## src/rtl/id_ex_register_pkg.sv

```systemverilog
`default_nettype none
// +--------------------------------------------------------------------------+
// | Module   : id_ex_register_pkg                                            |
// | Purpose  : Shared types and constants for the ID/EX pipeline register:   |
// |            stall FSM state encoding, default ALU op width, the           |
// |            hard-wired zero register number, bubble counter width and a   |
// |            saturating increment helper.                                  |
// | Ports    : none (package)                                                |
// | Revision : 1.0 - initial release                                         |
// +--------------------------------------------------------------------------+
package id_ex_register_pkg;

   typedef enum logic [0:0] {
      RUN  = 1'b0,
      HOLD = 1'b1
   } state_t;

   localparam int         DEF_ALUOP_W = 6;
   localparam logic [4:0] REG_ZERO    = 5'd0;
   localparam int         CNT_W       = 16;

   // Increment that sticks at all-ones instead of wrapping.
   function automatic logic [CNT_W-1:0] sat_inc(input logic [CNT_W-1:0] value);
      return (value == {CNT_W{1'b1}}) ? value : value + 1'b1;
   endfunction

endpackage
`default_nettype wire

```

## src/rtl/id_ex_register_hazard_detect.sv

```systemverilog
`default_nettype none
// +--------------------------------------------------------------------------+
// | Module   : hazard_detect                                                 |
// | Purpose  : Combinational load-use hazard detection for the ID/EX stage.  |
// | Ports    : mem_read_ex, valid_ex, rt_ex - load currently in EX           |
// |            rs_id, rt_id                - sources of instruction in ID    |
// |            flush                       - EX-resolved redirect            |
// |            state                       - stall FSM state (RUN/HOLD)      |
// |            hazard                      - bubble must be inserted         |
// |            stall                       - hold PC and IF/ID this cycle    |
// | Revision : 1.0 - initial release                                         |
// +--------------------------------------------------------------------------+
module hazard_detect
   import id_ex_register_pkg::*;
(
   input  logic       mem_read_ex,
   input  logic       valid_ex,
   input  logic [4:0] rt_ex,
   input  logic [4:0] rs_id,
   input  logic [4:0] rt_id,
   input  logic       flush,
   input  state_t     state,
   output logic       hazard,
   output logic       stall
);

   // In HOLD the bubble has already cleared MemRead_EX; the explicit state
   // gate guarantees a single stall cycle per load regardless.
   assign hazard = mem_read_ex && valid_ex && (rt_ex != REG_ZERO) &&
                   ((rt_ex == rs_id) || (rt_ex == rt_id)) && (state == RUN);

   // A flush squashes the ID instruction, so there is nothing to stall for.
   assign stall = hazard && !flush;

endmodule
`default_nettype wire

```

## src/rtl/id_ex_register.sv

```systemverilog
`default_nettype none
// +--------------------------------------------------------------------------+
// | Module   : id_ex_register                                                |
// | Purpose  : ID/EX pipeline register with load-use bubble insertion,       |
// |            flush squashing and a saturating bubble counter.              |
// | Ports    : Clk_in, Rst_n_in (sync, active-low)                           |
// |            *_ID decode control/data/specifiers in, Flush_in              |
// |            *_EX registered copies, Valid_EX                              |
// |            Stall_out (combinational), BubbleCount_out (16-bit, sat.)     |
// | Revision : 1.0 - initial release                                         |
// +--------------------------------------------------------------------------+
module id_ex_register
   import id_ex_register_pkg::*;
#(
   parameter int DATA_W  = 32,
   parameter int ALUOP_W = DEF_ALUOP_W
)
(
   input  logic               Clk_in,
   input  logic               Rst_n_in,
   input  logic               RegWrite_ID,
   input  logic               MemtoReg_ID,
   input  logic               Branch_ID,
   input  logic               MemRead_ID,
   input  logic               MemWrite_ID,
   input  logic               RegDst_ID,
   input  logic               ALUSrc_ID,
   input  logic               JR_ID,
   input  logic [ALUOP_W-1:0] ALUOp_ID,
   input  logic [1:0]         size_ID,
   input  logic [DATA_W-1:0]  PCAddResult_ID,
   input  logic [DATA_W-1:0]  ReadData1_ID,
   input  logic [DATA_W-1:0]  ReadData2_ID,
   input  logic [DATA_W-1:0]  SignExtResult_ID,
   input  logic [4:0]         rs_ID,
   input  logic [4:0]         rt_ID,
   input  logic [4:0]         rd_ID,
   input  logic               Flush_in,
   output logic               RegWrite_EX,
   output logic               MemtoReg_EX,
   output logic               Branch_EX,
   output logic               MemRead_EX,
   output logic               MemWrite_EX,
   output logic               RegDst_EX,
   output logic               ALUSrc_EX,
   output logic               JR_EX,
   output logic [ALUOP_W-1:0] ALUOp_EX,
   output logic [1:0]         size_EX,
   output logic [DATA_W-1:0]  PCAddResult_EX,
   output logic [DATA_W-1:0]  ReadData1_EX,
   output logic [DATA_W-1:0]  ReadData2_EX,
   output logic [DATA_W-1:0]  SignExtResult_EX,
   output logic [4:0]         rt_EX,
   output logic [4:0]         rd_EX,
   output logic               Valid_EX,
   output logic               Stall_out,
   output logic [CNT_W-1:0]   BubbleCount_out
);

   state_t state;
   logic   hazard;

   hazard_detect u_hazard_detect (
      .mem_read_ex (MemRead_EX),
      .valid_ex    (Valid_EX),
      .rt_ex       (rt_EX),
      .rs_id       (rs_ID),
      .rt_id       (rt_ID),
      .flush       (Flush_in),
      .state       (state),
      .hazard      (hazard),
      .stall       (Stall_out)
   );

   always_ff @(posedge Clk_in) begin
      if (!Rst_n_in || Flush_in || hazard) begin
         // Reset and bubbles both empty the EX slot completely.
         RegWrite_EX      <= 1'b0;
         MemtoReg_EX      <= 1'b0;
         Branch_EX        <= 1'b0;
         MemRead_EX       <= 1'b0;
         MemWrite_EX      <= 1'b0;
         RegDst_EX        <= 1'b0;
         ALUSrc_EX        <= 1'b0;
         JR_EX            <= 1'b0;
         ALUOp_EX         <= '0;
         size_EX          <= '0;
         PCAddResult_EX   <= '0;
         ReadData1_EX     <= '0;
         ReadData2_EX     <= '0;
         SignExtResult_EX <= '0;
         rt_EX            <= '0;
         rd_EX            <= '0;
         Valid_EX         <= 1'b0;
      end else begin
         RegWrite_EX      <= RegWrite_ID;
         MemtoReg_EX      <= MemtoReg_ID;
         Branch_EX        <= Branch_ID;
         MemRead_EX       <= MemRead_ID;
         MemWrite_EX      <= MemWrite_ID;
         RegDst_EX        <= RegDst_ID;
         ALUSrc_EX        <= ALUSrc_ID;
         JR_EX            <= JR_ID;
         ALUOp_EX         <= ALUOp_ID;
         size_EX          <= size_ID;
         PCAddResult_EX   <= PCAddResult_ID;
         ReadData1_EX     <= ReadData1_ID;
         ReadData2_EX     <= ReadData2_ID;
         SignExtResult_EX <= SignExtResult_ID;
         rt_EX            <= rt_ID;
         rd_EX            <= rd_ID;
         Valid_EX         <= 1'b1;
      end

      // State and counter: reset, then flush, then hazard, then load.
      if (!Rst_n_in) begin
         state           <= RUN;
         BubbleCount_out <= '0;
      end else if (Flush_in) begin
         state           <= RUN;
         BubbleCount_out <= sat_inc(BubbleCount_out);
      end else if (hazard) begin
         state           <= HOLD;
         BubbleCount_out <= sat_inc(BubbleCount_out);
      end else begin
         state           <= RUN;
      end
   end

endmodule
`default_nettype wire

```

## config.mk

```make
export PLATFORM = sky130hd
export DESIGN_NAME = id_ex_register
export DESIGN_NICKNAME = d
export VERILOG_FILES = /design/src/rtl/id_ex_register_pkg.sv /design/src/rtl/id_ex_register_hazard_detect.sv /design/src/rtl/id_ex_register.sv
export SDC_FILE = /design/constraint.sdc
export NUM_CORES = 1
export LEC_CHECK = 0
export ABC_AREA = 1
export BUFFER_PORTS_ARGS = -buffer_cell sky130_fd_sc_hd__buf_2
export CORE_AREA = 5 5 126 128
export DETAILED_ROUTE_END_ITERATION = 10
export DIE_AREA = 0 0 131 133
export GPL_TIMING_DRIVEN = 0
export MAX_ROUTING_LAYER = met4
export PLACE_DENSITY = 0.76
export REMOVE_ABC_BUFFERS = 1
export SETUP_SLACK_MARGIN = 0.2
export SYNTH_ARGS = -nofsm -noshare
export SYNTH_HDL_FRONTEND = slang
export SYNTH_SLANG_ARGS = --single-unit
```

## constraint.sdc

```tcl
create_clock -name Clk_in -period 3.63 [get_ports Clk_in]
set_clock_uncertainty 0.15 [all_clocks]
set_input_delay 0.726 -clock Clk_in [delete_from_list [all_inputs] [get_ports Clk_in]]
set_output_delay 0.726 -clock Clk_in [all_outputs]
set_load 0.02 [all_outputs]
```

# Word level (Yosys, flattened, before mapping)
# Index checks and enable logic that the tools add are counted.
[classes]
n_addsub = 1
n_eq_ne = 3
muxes = 5
n_bitwise = 2
reduce_logical = 13
[op_table]
columns = ["cell", "count"]
rows = [
  ["16-bit two-way mux", 3],
  ["16-bit by 1-bit adder with 16-bit output, second input constant", 1],
  ["16-bit == test, second input constant", 1],
  ["5-bit == test", 2],
  ["1-bit logical AND", 5],
  ["5-bit nonzero test", 1],
  ["1-bit logical OR", 3],
  ["1-bit logical NOT", 2],
  ["1-bit two-way mux", 2],
  ["1-bit NOT", 2],
  ["2-bit nonzero test", 1],
  ["2-bit OR reduction", 1],
]
[totals]
register_bits = 172
inputBits = 162
word_cells = 43

# Longest topological paths before layout
[depth]
ltp_word = 6
depth_mapped = 13

# Modules after synthesis
# Synthesis repeated with hierarchy kept, for this count alone.
[unflattened]
hier_cells = 693
hier_area_um2 = 6129.6
[modules_own_cells]
columns = ["mod", "n_inst", "cells_per_inst", "area_per_inst_um2", "seq_area_each_um2"]
rows = [
  ["id_ex_register", 1, 640, 5905.7, 3443.3],
  ["hazard_detect", 1, 53, 224.0, 0.0],
]

# Worst setup path before layout
# OpenSTA, ideal clock, no wires.
[synth_path]
path_type = "input port to output port"
startpoint = "input port rt_ID[1]"
endpoint = "output port Stall_out"
arrival_ps = 1421
slack_ps = 1333
stages = 8
n_path_buf = 0
cell_sequence = "inv_1 > nand2_1 > nand2_1 > nor2_1 > nand3_1 > nand2_1 > nand2_2 > nor2_1"
[synth_via]
elab_chain_len = 5
[synth_rtl]
columns = ["element", "line", "text"]
rows = [
  ["start: declaration", "id_ex_register.sv:36", "input logic [4:0] rt_ID,"],
  ["5-bit == test", "id_ex_register_hazard_detect.sv:30", "((rt_ex == rs_id) || (rt_ex == rt_id)) && (state == RUN);"],
  ["1-bit logical OR", "id_ex_register_hazard_detect.sv:30", ""],
  ["1-bit logical AND", "id_ex_register_hazard_detect.sv:29", "assign hazard = mem_read_ex && valid_ex && (rt_ex != REG_ZERO) &&"],
  ["1-bit logical AND", "id_ex_register_hazard_detect.sv:30", ""],
  ["1-bit logical AND", "id_ex_register_hazard_detect.sv:33", "assign stall = hazard && !flush;"],
  ["end: declaration", "id_ex_register.sv:56", "output logic Stall_out,"],
]
# Every way passes these cells.

# Worst setup path in the final report
[layout_path]
startpoint = "register rt_EX[0]"
endpoint = "output port Stall_out"
[layout_via]
elab_chain_len = 5
elab_cells_between_ends = 8
classes_between = "eq/ne (2); reduce/logical (6)"
[layout_rtl]
columns = ["element", "line", "text"]
rows = [
  ["start: declaration", "id_ex_register.sv:53", "output logic [4:0] rt_EX,"],
  ["start signal: assignment", "id_ex_register.sv:110", "rt_EX <= rt_ID;"],
  ["5-bit == test or 5-bit nonzero test (tied branches)", "id_ex_register_hazard_detect.sv:30, id_ex_register_hazard_detect.sv:29", ""],
  ["1-bit logical OR or 1-bit logical AND (tied branches)", "id_ex_register_hazard_detect.sv:30, id_ex_register_hazard_detect.sv:29", ""],
  ["1-bit logical AND (*)", "id_ex_register_hazard_detect.sv:29", ""],
  ["1-bit logical AND (*)", "id_ex_register_hazard_detect.sv:30", ""],
  ["1-bit logical AND (*)", "id_ex_register_hazard_detect.sv:33", ""],
]
# Every way passes the cells marked *; elsewhere a longest branch is shown, timed or not.

==> results_dict.tcl <==
set metrics [dict create \
    status "completed" \
    row_count 45 \
    worst_path_most_repeated_cell "nor2_1" \
    clk_pin_slew_worst_paths_ns 0.07 \
    p_int_uw 3230 \
    power.switching_uw 982 \
    clkLatencyLatePin_ns 0.41 \
    grt_pass1_wl_mm 22.4 \
    finalNonFillerCells 1210 \
    ys_warn_count 0 \
    final-max-slew-violation-count 0 \
    finalWeightedCongestion 0.866 \
    die-area_mm2 0.0174 \
    place_ws_ns 0.779 \
    io_buffers 333 \
    tritoncts "yes" \
    area_growth_pct 42.8 \
    overflow 0 \
    ctsRootBufferMaster "clkbuf_16" \
    tightest_slew_ns 0.850 \
    fillers 1404 \
    wl_per_cell_um 12.3 \
    fin_nets 1172 \
    cap_violations 0 \
    max_freq_mhz 406 \
    seq_power_share_pct 47.0 \
    grtUsageMet3_pct 7.19 \
    htree_levels 4 \
    switching_share_pct 23.3 \
    power.density_mw_per_mm2 533 \
    final_common_cell "buf_2" \
    drc_errors 0 \
    cpMaxStageDelayCell "dfxtp_1" \
    core_mm2 0.0148 \
    period_needed_ns 2.46 \
    max_slew_margin_pct 43.4 \
    postLayoutSetupSlackWorst_ns 1.17 \
    comb_power_share_pct 9.0 \
    cts_resized 0 \
    initialDrtViolationCount 172 \
    pwr-share-clk_pct 44.0 \
    start_util_pct 37.5 \
    num_vias 4912 \
    synth.cell_area_mm2 0.00554 \
    fin_util_pct 53.6 \
    crit_path_start_kind "register" \
    grt_max_degree 85 \
    postCtsSetupRepairBufs 0 \
    critPathMaxFanout 6 \
    fp.dieH_um 133 \
    grt_pass1_vias 4839 \
    synth_cell_types 16 \
    layout_common_cells "buf_2 (333), nor2_1 (192), inv_1 (181)" \
    numCtsBuffers 17 \
    cts_sinks 172 \
    max_stage_delay_ns 0.41 \
    use_met1_pct 17.2 \
    via_per_inst 4.06 \
    hold_violations 0 \
    hpwl_mm 11.6 \
    ant_nets 0 \
    grt_busiest_layer "met2" \
    rsz0062_at_grt "no" \
    crit_type "register to primary output" \
    antenna_found_initial 1 \
    num_io_pins 334 \
    worstSetupEndpointType "primary output" \
    wl_mm 14.9 \
    cts_max_path_buffers 2 \
    grt_usage_pct 17.0 \
    chipWidth_um 131 \
    syn_inst 679 \
    syn_area_per_cell_um2 8.16 \
    report.final.setup_viol 0 \
    synth_seq_cells 172 \
    critical_path.cell_chain "nand2_1 -> inv_1 -> nor2_1 -> nor2_1 -> nand3_1 -> nand2_1 -> nand2_2 -> nor2_1 -> buf_2" \
    peakVddDrop_mv 0.400 \
    dp.cells 1178 \
    drt-pass1-iter-count 4 \
    worst_hold_path_type "input pin to register" \
    cp.arrival_ns 1.59 \
    post-route-period-util_pct 67.8 \
    use_met2_pct 29.3 \
    postCtsHoldBufs 0 \
    p_total_uw 4210 \
    seq_area_frac_synth_pct 62.2 \
    cp.required_ns 2.75 \
    drive_above_1_share_pct 36.6 \
    cellLeakagePower_uw 0.00484 \
]
[flip-flops by register name (all words and copies together), names as in the netlist, 2 cells and up]
| name | count |
|---|---|
| ALUOp_EX | 6 |
| PCAddResult_EX | 32 |
| rt_EX | 5 |
| rd_EX | 5 |
| BubbleCount_out | 16 |
| ReadData2_EX | 32 |
| size_EX | 2 |
| ReadData1_EX | 32 |
| SignExtResult_EX | 32 |
[path summary, 6_finish.rpt]
check	from	end	slack, ns	depth (start not counted)
setup / recovery	rt_EX[0]	Stall_out	1.17	9
hold reg to reg	BubbleCount_out[4]	BubbleCount_out[4]	0.39	2
hold / removal	ReadData2_ID[21]	ReadData2_EX[21]	0.37	3
setup reg to reg	rt_EX[0]	ReadData2_EX[8]	1.22	9
[synthesized netlist by cell type]
master | instances | area [um^2]
buf_6 | 6 | 67.6
inv_2 | 5 | 18.8
inv_1 | 181 | 679
buf_2 | 4 | 20.0
nand3b_1 | 1 | 7.51
a21oi_1 | 17 | 85.1
nand2_2 | 3 | 18.8
dfxtp_1 | 172 | 3440
ha_1 | 1 | 12.5
nand2b_1 | 1 | 6.26
nand3_1 | 24 | 120
nand4_1 | 4 | 25.0
buf_4 | 13 | 97.6
xnor2_1 | 2 | 17.5
nor2_1 | 192 | 721
nand2_1 | 53 | 199
[through the flow]
stage,cell area (um^2),setup TNS (ns),hold WS (ns)
after global routing,7910,0,0.345
final,7910,0,0.371
after detailed placement,7300,0,0.387
after CTS,7910,0,0.345
after global placement,7260,-404.04,0.362
after floorplan,5350,-121.07,0.441
[power groups by stage]
| stage | registers [uW] | clock network, uW | logic, uW |
|---|---|---|---|
| floorplan | 2110 | 0 | 113 |
| global placement | 2020 | 0 | 393 |
| detailed placement | 2020 | 0 | 382 |
| CTS | 1980 | 1900 | 384 |
| global route | 1990 | 1980 | 420 |
| finish | 1980 | 1860 | 379 |
[critical path, delay by kind of cell (launching register included)]
family                 cells  cell delay [ns]
and+or+nand+nor            7             0.55
buffers and inverters      2             0.21
DFF                        1             0.41
[cells by family (layout without fill, tap and decap cells)]
| logic type | after synthesis | in the layout | share of synthesized area (%) |
|---|---|---|---|
| AND/OR/NAND/NOR | 278 | 278 | 19.8 |
| buffers and inverters | 209 | 551 | 15.9 |
| flip-flops | 172 | 172 | 62.2 |
| AO/OA/AOI/OAI | 17 | 17 | 1.54 |
| XOR/XNOR | 2 | 2 | 0.316 |
| adder cells (fa/ha/maj) | 1 | 1 | 0.226 |
| other | 0 | 1 | 0 |
[cell type report]
cell class | instances | area, um^2 | area share [%]
clock buffer | 19 | 453 | 5.73
inverter | 186 | 698 | 8.82
tap | 188 | 235 | 2.97
multi-input combinational | 298 | 1220 | 15.5
sequential | 172 | 3440 | 43.5
timing repair buffer | 334 | 1690 | 21.4
antenna | 1 | 2.50 | 0.0316
clock inverter | 12 | 160 | 2.02
[per-layer routing]
| metal | vias up | part of all wire (%) |
|---|---|---|
| li1 | 2561 | - |
| met1 | 2140 | 38 |
| met2 | 184 | 51 |
| met3 | 27 | 9.5 |
| met4 | 0 | 1.9 |
| met5 | - | 0 |
Power figures use the tool's default switching activity.
